==> src/rtl/pipe_pkg.sv <==
// rtl/pipe_pkg.sv - shared constants, control-bundle types and helpers for the pipeline control tracker
package pipe_pkg;

    localparam logic [4:0] LINK_RN = 5'd31;

    typedef enum logic [3:0] {
        ALUC_ADD = 4'b0000,
        ALUC_AND = 4'b0001,
        ALUC_XOR = 4'b0010,
        ALUC_SLL = 4'b0011,
        ALUC_SUB = 4'b0100,
        ALUC_OR  = 4'b0101,
        ALUC_LUI = 4'b0110,
        ALUC_SRL = 4'b0111,
        ALUC_SRA = 4'b1111
    } aluc_e;

    typedef struct packed {
        logic       wreg;
        logic       m2reg;
        logic       wmem;
        logic       aluimm;
        logic       shift;
        logic       jal;
        aluc_e      aluc;
        logic [4:0] rn;
    } ctrl_e_t;

    typedef struct packed {
        logic       wreg;
        logic       m2reg;
        logic       wmem;
        logic [4:0] rn;
    } ctrl_m_t;

    typedef struct packed {
        logic       wreg;
        logic       m2reg;
        logic [4:0] rn;
    } ctrl_w_t;

    // I-type instructions write rt, R-type write rd; jal is resolved later in E.
    function automatic logic [4:0] dest_rn(input logic regrt, input logic [4:0] rt, input logic [4:0] rd);
        return regrt ? rt : rd;
    endfunction

endpackage

==> src/rtl/pipe_ctrl_stage.sv <==
// rtl/pipe_ctrl_stage.sv - pipeline control register with async clear and synchronous bubble
module pipe_ctrl_stage #(
    parameter int W = 1
) (
    input  logic         clk,
    input  logic         clrn,
    input  logic         bubble_i,
    input  logic [W-1:0] d_i,
    output logic [W-1:0] q_o
);

    logic [W-1:0] data_q;

    // A bubble loads all-zero controls so nothing downstream writes or stores.
    always_ff @(posedge clk or negedge clrn) begin
        if (!clrn) begin
            data_q <= '0;
        end else if (bubble_i) begin
            data_q <= '0;
        end else begin
            data_q <= d_i;
        end
    end

    assign q_o = data_q;

endmodule

==> src/rtl/pipe_ctrl_track.sv <==
// rtl/pipe_ctrl_track.sv - ID/EXE, EXE/MEM, MEM/WB control tracker; PIPE_CTRL_PERF_EN adds stall/retire counters
module pipe_ctrl_track #(
    parameter logic [4:0] LINK_RN = pipe_pkg::LINK_RN
`ifdef PIPE_CTRL_PERF_EN
    , parameter int CNT_W = 32
`endif
) (
    input  logic             clk,
    input  logic             clrn,
    input  logic             dvalid,
    input  logic             nostall,
    input  logic             wreg,
    input  logic             m2reg,
    input  logic             wmem,
    input  logic             aluimm,
    input  logic             shift,
    input  logic             jal,
    input  logic             regrt,
    input  logic [3:0]       aluc,
    input  logic [4:0]       rd,
    input  logic [4:0]       rt,
    output logic             ewreg,
    output logic             em2reg,
    output logic             ewmem,
    output logic             ealuimm,
    output logic             eshift,
    output logic             ejal,
    output logic [3:0]       ealuc,
    output logic [4:0]       ern,
    output logic             mwreg,
    output logic             mm2reg,
    output logic             mwmem,
    output logic [4:0]       mrn,
    output logic             wwreg,
    output logic             wm2reg,
    output logic [4:0]       wrn
`ifdef PIPE_CTRL_PERF_EN
    , output logic [CNT_W-1:0] stall_cnt
    , output logic [CNT_W-1:0] retire_cnt
`endif
);

    import pipe_pkg::*;

    localparam int E_W = $bits(ctrl_e_t);
    localparam int M_W = $bits(ctrl_m_t);
    localparam int W_W = $bits(ctrl_w_t);

    ctrl_e_t e_d, e_q;
    ctrl_m_t m_d, m_q;
    ctrl_w_t w_d, w_q;

    // Pack the ID control bundle with its resolved (pre-jal) destination.
    always_comb begin
        e_d        = '0;
        e_d.wreg   = wreg;
        e_d.m2reg  = m2reg;
        e_d.wmem   = wmem;
        e_d.aluimm = aluimm;
        e_d.shift  = shift;
        e_d.jal    = jal;
        e_d.aluc   = aluc_e'(aluc);
        e_d.rn     = dest_rn(regrt, rt, rd);
    end

    // jal link override lives in E so ern depends only on E-stage state.
    assign ern = e_q.jal ? LINK_RN : e_q.rn;

    // M and W simply forward the subsets they need from the previous stage.
    always_comb begin
        m_d       = '0;
        m_d.wreg  = e_q.wreg;
        m_d.m2reg = e_q.m2reg;
        m_d.wmem  = e_q.wmem;
        m_d.rn    = ern;
        w_d       = '0;
        w_d.wreg  = m_q.wreg;
        w_d.m2reg = m_q.m2reg;
        w_d.rn    = m_q.rn;
    end

`ifdef PIPE_CTRL_PERF_EN
    logic             evalid, mvalid, wvalid;
    logic [CNT_W-1:0] stall_cnt_q, retire_cnt_q;

    pipe_ctrl_stage #(.W(E_W + 1)) u_stage_e (
        .clk(clk), .clrn(clrn), .bubble_i(~nostall),
        .d_i({e_d, dvalid}), .q_o({e_q, evalid})
    );
    pipe_ctrl_stage #(.W(M_W + 1)) u_stage_m (
        .clk(clk), .clrn(clrn), .bubble_i(1'b0),
        .d_i({m_d, evalid}), .q_o({m_q, mvalid})
    );
    pipe_ctrl_stage #(.W(W_W + 1)) u_stage_w (
        .clk(clk), .clrn(clrn), .bubble_i(1'b0),
        .d_i({w_d, mvalid}), .q_o({w_q, wvalid})
    );

    // Stalled real instructions and WB retirements, both wrapping freely.
    always_ff @(posedge clk or negedge clrn) begin
        if (!clrn) begin
            stall_cnt_q  <= '0;
            retire_cnt_q <= '0;
        end else begin
            if (dvalid && !nostall) begin
                stall_cnt_q <= stall_cnt_q + CNT_W'(1);
            end
            if (wvalid) begin
                retire_cnt_q <= retire_cnt_q + CNT_W'(1);
            end
        end
    end

    assign stall_cnt  = stall_cnt_q;
    assign retire_cnt = retire_cnt_q;
`else
    logic unused_dvalid;

    pipe_ctrl_stage #(.W(E_W)) u_stage_e (
        .clk(clk), .clrn(clrn), .bubble_i(~nostall), .d_i(e_d), .q_o(e_q)
    );
    pipe_ctrl_stage #(.W(M_W)) u_stage_m (
        .clk(clk), .clrn(clrn), .bubble_i(1'b0), .d_i(m_d), .q_o(m_q)
    );
    pipe_ctrl_stage #(.W(W_W)) u_stage_w (
        .clk(clk), .clrn(clrn), .bubble_i(1'b0), .d_i(w_d), .q_o(w_q)
    );

    assign unused_dvalid = dvalid;
`endif

    assign ewreg   = e_q.wreg;
    assign em2reg  = e_q.m2reg;
    assign ewmem   = e_q.wmem;
    assign ealuimm = e_q.aluimm;
    assign eshift  = e_q.shift;
    assign ejal    = e_q.jal;
    assign ealuc   = e_q.aluc;
    assign mwreg   = m_q.wreg;
    assign mm2reg  = m_q.m2reg;
    assign mwmem   = m_q.wmem;
    assign mrn     = m_q.rn;
    assign wwreg   = w_q.wreg;
    assign wm2reg  = w_q.m2reg;
    assign wrn     = w_q.rn;

endmodule
==> config.mk <==
export PLATFORM = sky130hd
export DESIGN_NAME = pipe_ctrl_track
export DESIGN_NICKNAME = d
export VERILOG_FILES = /design/src/rtl/pipe_pkg.sv /design/src/rtl/pipe_ctrl_stage.sv /design/src/rtl/pipe_ctrl_track.sv
export SDC_FILE = /design/constraint.sdc
export NUM_CORES = 1
export LEC_CHECK = 0
export ABC_AREA = 1
export CORE_MARGIN = 2
export CORE_UTILIZATION = 42
export CTS_BUF_LIST = sky130_fd_sc_hd__clkbuf_8
export DETAILED_ROUTE_END_ITERATION = 6
export HOLD_SLACK_MARGIN = 0.05
export PLACE_DENSITY = 0.86
export RECOVER_POWER = 100
export SKIP_LAST_GASP = 1
export SLEW_MARGIN = 25
export SYNTH_ARGS = -nofsm -noshare
export SYNTH_HDL_FRONTEND = slang
export SYNTH_SLANG_ARGS = --single-unit
==> constraint.sdc <==
create_clock -name clk -period 2 [get_ports clk]
set_input_delay 0.3 -clock clk [delete_from_list [all_inputs] [get_ports clk]]
set_output_delay 0.3 -clock clk [all_outputs]
set_load 0.02 [all_outputs]
# Word-level counts from Yosys, hierarchy flattened
# Index checks and enable logic that the tools add are counted.
# classes
n_mux	3
# op_table
op	count
$mux W15	1
$mux W5	2
# totals
inputBits	25
out_inout_bits	30
word_cells	6
register_bits	30

# Logic depth before layout (Yosys ltp)
# depth
depth_word	2
depth_mapped	4
ltp_nobuf	4

# Hierarchy
# From an unflattened synthesis, not the netlist that was laid out.
# unflattened
cells_unflattened	115
area_unflattened_um2	1097.3
# modules_own_cells
mod	seq_area_each_um2	cells_each	area_each_um2	instances
pipe_ctrl_stage at u_stage_e	375.4	46	499.2	1
pipe_ctrl_stage at u_stage_m	200.2	25	271.5	1
pipe_ctrl_stage at u_stage_w	175.2	21	227.7	1
pipe_ctrl_track	0.0	23	98.8	1

# Worst setup path before layout
# No wires, ideal clock.
# synth_path
path_type	register to output
startpoint	register u_stage_e.data_q[9], in the netlist u_stage_e.q_o[9]
endpoint	output ern[0]
stages_incl_launch_ff	2
t_arrival_ns	0.838
path_buffers	0
setup_slack_ns	0.862
t_required_ns	1.700
path_cell_list	dfrtp_1 -> or2_2
# synth_via
elab_chain_cells	1
# synth_lines
element	line	source
from (decl)	pipe_ctrl_stage.sv:12	logic [W-1:0] data_q;
from (signal assigned)	pipe_ctrl_stage.sv:21	data_q <= d_i;
$mux W5	pipe_ctrl_track.sv:67	assign ern = e_q.jal ? LINK_RN : e_q.rn;
to (decl)	pipe_ctrl_track.sv:29	output logic [4:0] ern,
# No other way between the ends.

# Worst setup path after layout
# layout_path
startpoint	register u_stage_e.data_q[9], in the netlist u_stage_e.q_o[9]
endpoint	output ern[3]
# The elaborated chain is that of the path after synthesis.

==> flow_summary.yaml <==
setup_path:
  critPathCaptureType: "output port"
  worstPathRequired_ps: 1700
  worstPathMaxFanout: 6
  path_cells: "or2_2, clkdlybuf4s50_1"
  critPathBufInv: 1
  worst-setup-path-type: "register to output port"
  worst_setup_path_start_kind: "register"
  slowest_stage: "clkdlybuf4s50_1"
  arrival_ps: 1550
  path_delay_family: "buffers and inverters"
  cpPeakStageDelay_ps: 560
power:
  comb_power_share_pct: 16.2
  p_sw_share_pct: 24.03
  pwr-share-seq_pct: 48.7
  ir_drop_uv: 664.7
  power.share.clock_pct: 35.2
  switchingPower_uw: 325.1
  powerDensity_nw_per_um2: 839.0
  p_int_uw: 1028
  leakagePower_uw: 0.0008644
finish:
  areaGrowthSynthToFinish_pct: 61.73
  final_core_util_pct: 72.21
  layout.nets: 166
  insertedDiodeCount: 0
  final_layout_size_suffix_gt1_share_pct: 9.155
timing:
  fmax_mhz: 542.0
  timing.setup.tns_ps: 0
  report.final.slew_viol_count: 0
  worstMarginPinSlew_ps: 675.5
  fin_skew_ps: 4.501
  rsz0062_at_grt: "no"
  period_share_pct: 92.26
  finalHoldViolCount: 0
  finalSetupViolations: 0
  maxSlewHeadroom_pct: 54.97
  fin_crit_ps: 1845
global_route:
  gr-total-overflow: 0
  met2_usage_pct: 26.88
  use_met1_pct: 15.16
  busiest_layer: "met2"
  grt_max_degree: 31
  grt_pass1_wl_mm: 2.925
  antenna_found_initial: 0
  grt_usage_pct: 16.16
  grtUsageMet3_pct: 9.714
  grt_pass1_vias: 695
floorplan:
  boundaryPins: 55
  rows: 17
  start_util_pct: 44.65
  die_h_um: 52.73
  die_area_um2: 2780
  core_area_um2: 2233
  die_w_um: 52.73
detailed_routing:
  ant_nets: 0
  avgRoutedWirePerCell_um: 10.99
  route.detailed.drc: 0
  via_per_inst: 4.247
  num_vias: 722
  wl_mm: 1.869
  drt_iter0_markers: 5
  dr.pass1.iters: 3
placed_design:
  dp.final_hpwl_mm: 1.480
  place.gp.congestion: 0.6784
  io_buffers: 53
synthesis:
  seq_area_frac_synth_pct: 75.28
  syn-num-nets: 111
  ys_warn_count: 0
  postSynthAreaPerCell_um2: 11.60
  ys_seq_elements: 30
  syn-cell-area_um2: 997.2
  synth.distinct_cells: 8
  syn_inst: 86
clock_network:
  cts.hold.buffers_added: 0
  cts_buffer_depth: 2
  ctsResizeCount: 0
  cts_sinks: 30
  tritoncts: "yes"
  cts_setup_buffers: 0
  clockRootBuffer: "clkbuf_8"
  htree_levels: 2
  cts_buffers: 5
  clock_latency_ps: 280
  clk_pin_slew_worst_paths_ps: 60
run:
  cap_viol_max_count: 0
run_status:
  outcome: "completed"
hold_path:
  min_path_type: "register to register"
## path summary, 6_finish.rpt
check / startpoint / to / slack [ps] / cells past startpoint
max: u_stage_e.q_o[9] / ern[3] / 150 / 2
min: u_stage_m.q_o[3] / u_stage_w.q_o[3] / 360 / 0
max reg2reg: u_stage_e.q_o[9] / u_stage_m.q_o[4] / 1160 / 1
min reg2reg: u_stage_m.q_o[3] / u_stage_w.q_o[3] / 360 / 0
max in group asynchronous: clrn / u_stage_e.q_o[2] / 970 / 2
min in group asynchronous: clrn / u_stage_e.q_o[5] / 590 / 2
## per-stage QoR
stage | total power, uW | hold slack (ps) | instances | setup WS (ps) | cell area [um2]
2_1_floorplan | 765.3 | 4.409 | 86 | 862.4 | 997.2
3_3_place_gp | 899.9 | 357.9 | 162 | 447.0 | 1524
3_5_place_dp | 907.4 | 359.8 | 162 | 434.8 | 1524
4_1_cts | 1389 | 367.1 | 170 | 133.0 | 1615
5_1_grt | 1417 | 364.9 | 170 | 94.58 | 1613
6_report | 1353 | 359.3 | 170 | 154.8 | 1613
## flip-flops by register name, indices dropped and copies added, names as in the netlist
register and cells:
u_stage_e.q_o 15, u_stage_w.q_o 7, u_stage_m.q_o 8
## power groups by stage
stage	sequential [uW]	combinational [uW]	clock, uW
final	658	219	476
after global placement	670	230	0
after CTS	661	236	492
after floorplan	708	57.5	0
after detailed placement	672	236	0
after global routing	663	236	518
## per-layer routing
layer,vias up,share of wire [%]
met1,328,36
met3,6,9.2
met2,38,52
met4,0,2.4
li1,350,-
met5,-,0
## synth_stat cells
library cell | n | share of area [%]
buf_2 | 1 | 0.50
buf_4 | 4 | 3.0
buf_6 | 1 | 1.1
dfrtp_1 | 30 | 75
inv_1 | 15 | 5.6
nand2_1 | 20 | 7.5
nor2_1 | 10 | 3.8
or2_2 | 5 | 3.1
## final cells by class
| cell class | count | area, um2 |
|---|---|---|
| clock inverter | 2 | 8.758 |
| inverter | 15 | 56.30 |
| multi-input combinational | 35 | 143.9 |
| tap | 28 | 35.03 |
| timing repair buffer | 54 | 535.5 |
| sequential | 30 | 750.7 |
| clock buffer | 6 | 82.58 |
| fill | 160 | 620.6 |
## cells by family (layout without fill, tap and decap cells)
| kind of cell | Yosys count | after routing | synth area share, % |
|---|---|---|---|
| simple gates | 35 | 35 | 14.43 |
| flops | 30 | 30 | 75.28 |
| buf+inv | 21 | 77 | 10.29 |
## placed cells by master (no fill, tap or decap)
master	n
clkbuf_2	1
clkbuf_8	6
clkdlybuf4s50_1	26
clkinv_2	1
dfrtp_1	30
dlygate4sd3_1	27
inv_1	16
nand2_1	20
nor2_1	10
or2_2	5
No activity file was read; power rests on OpenSTA's default activity.
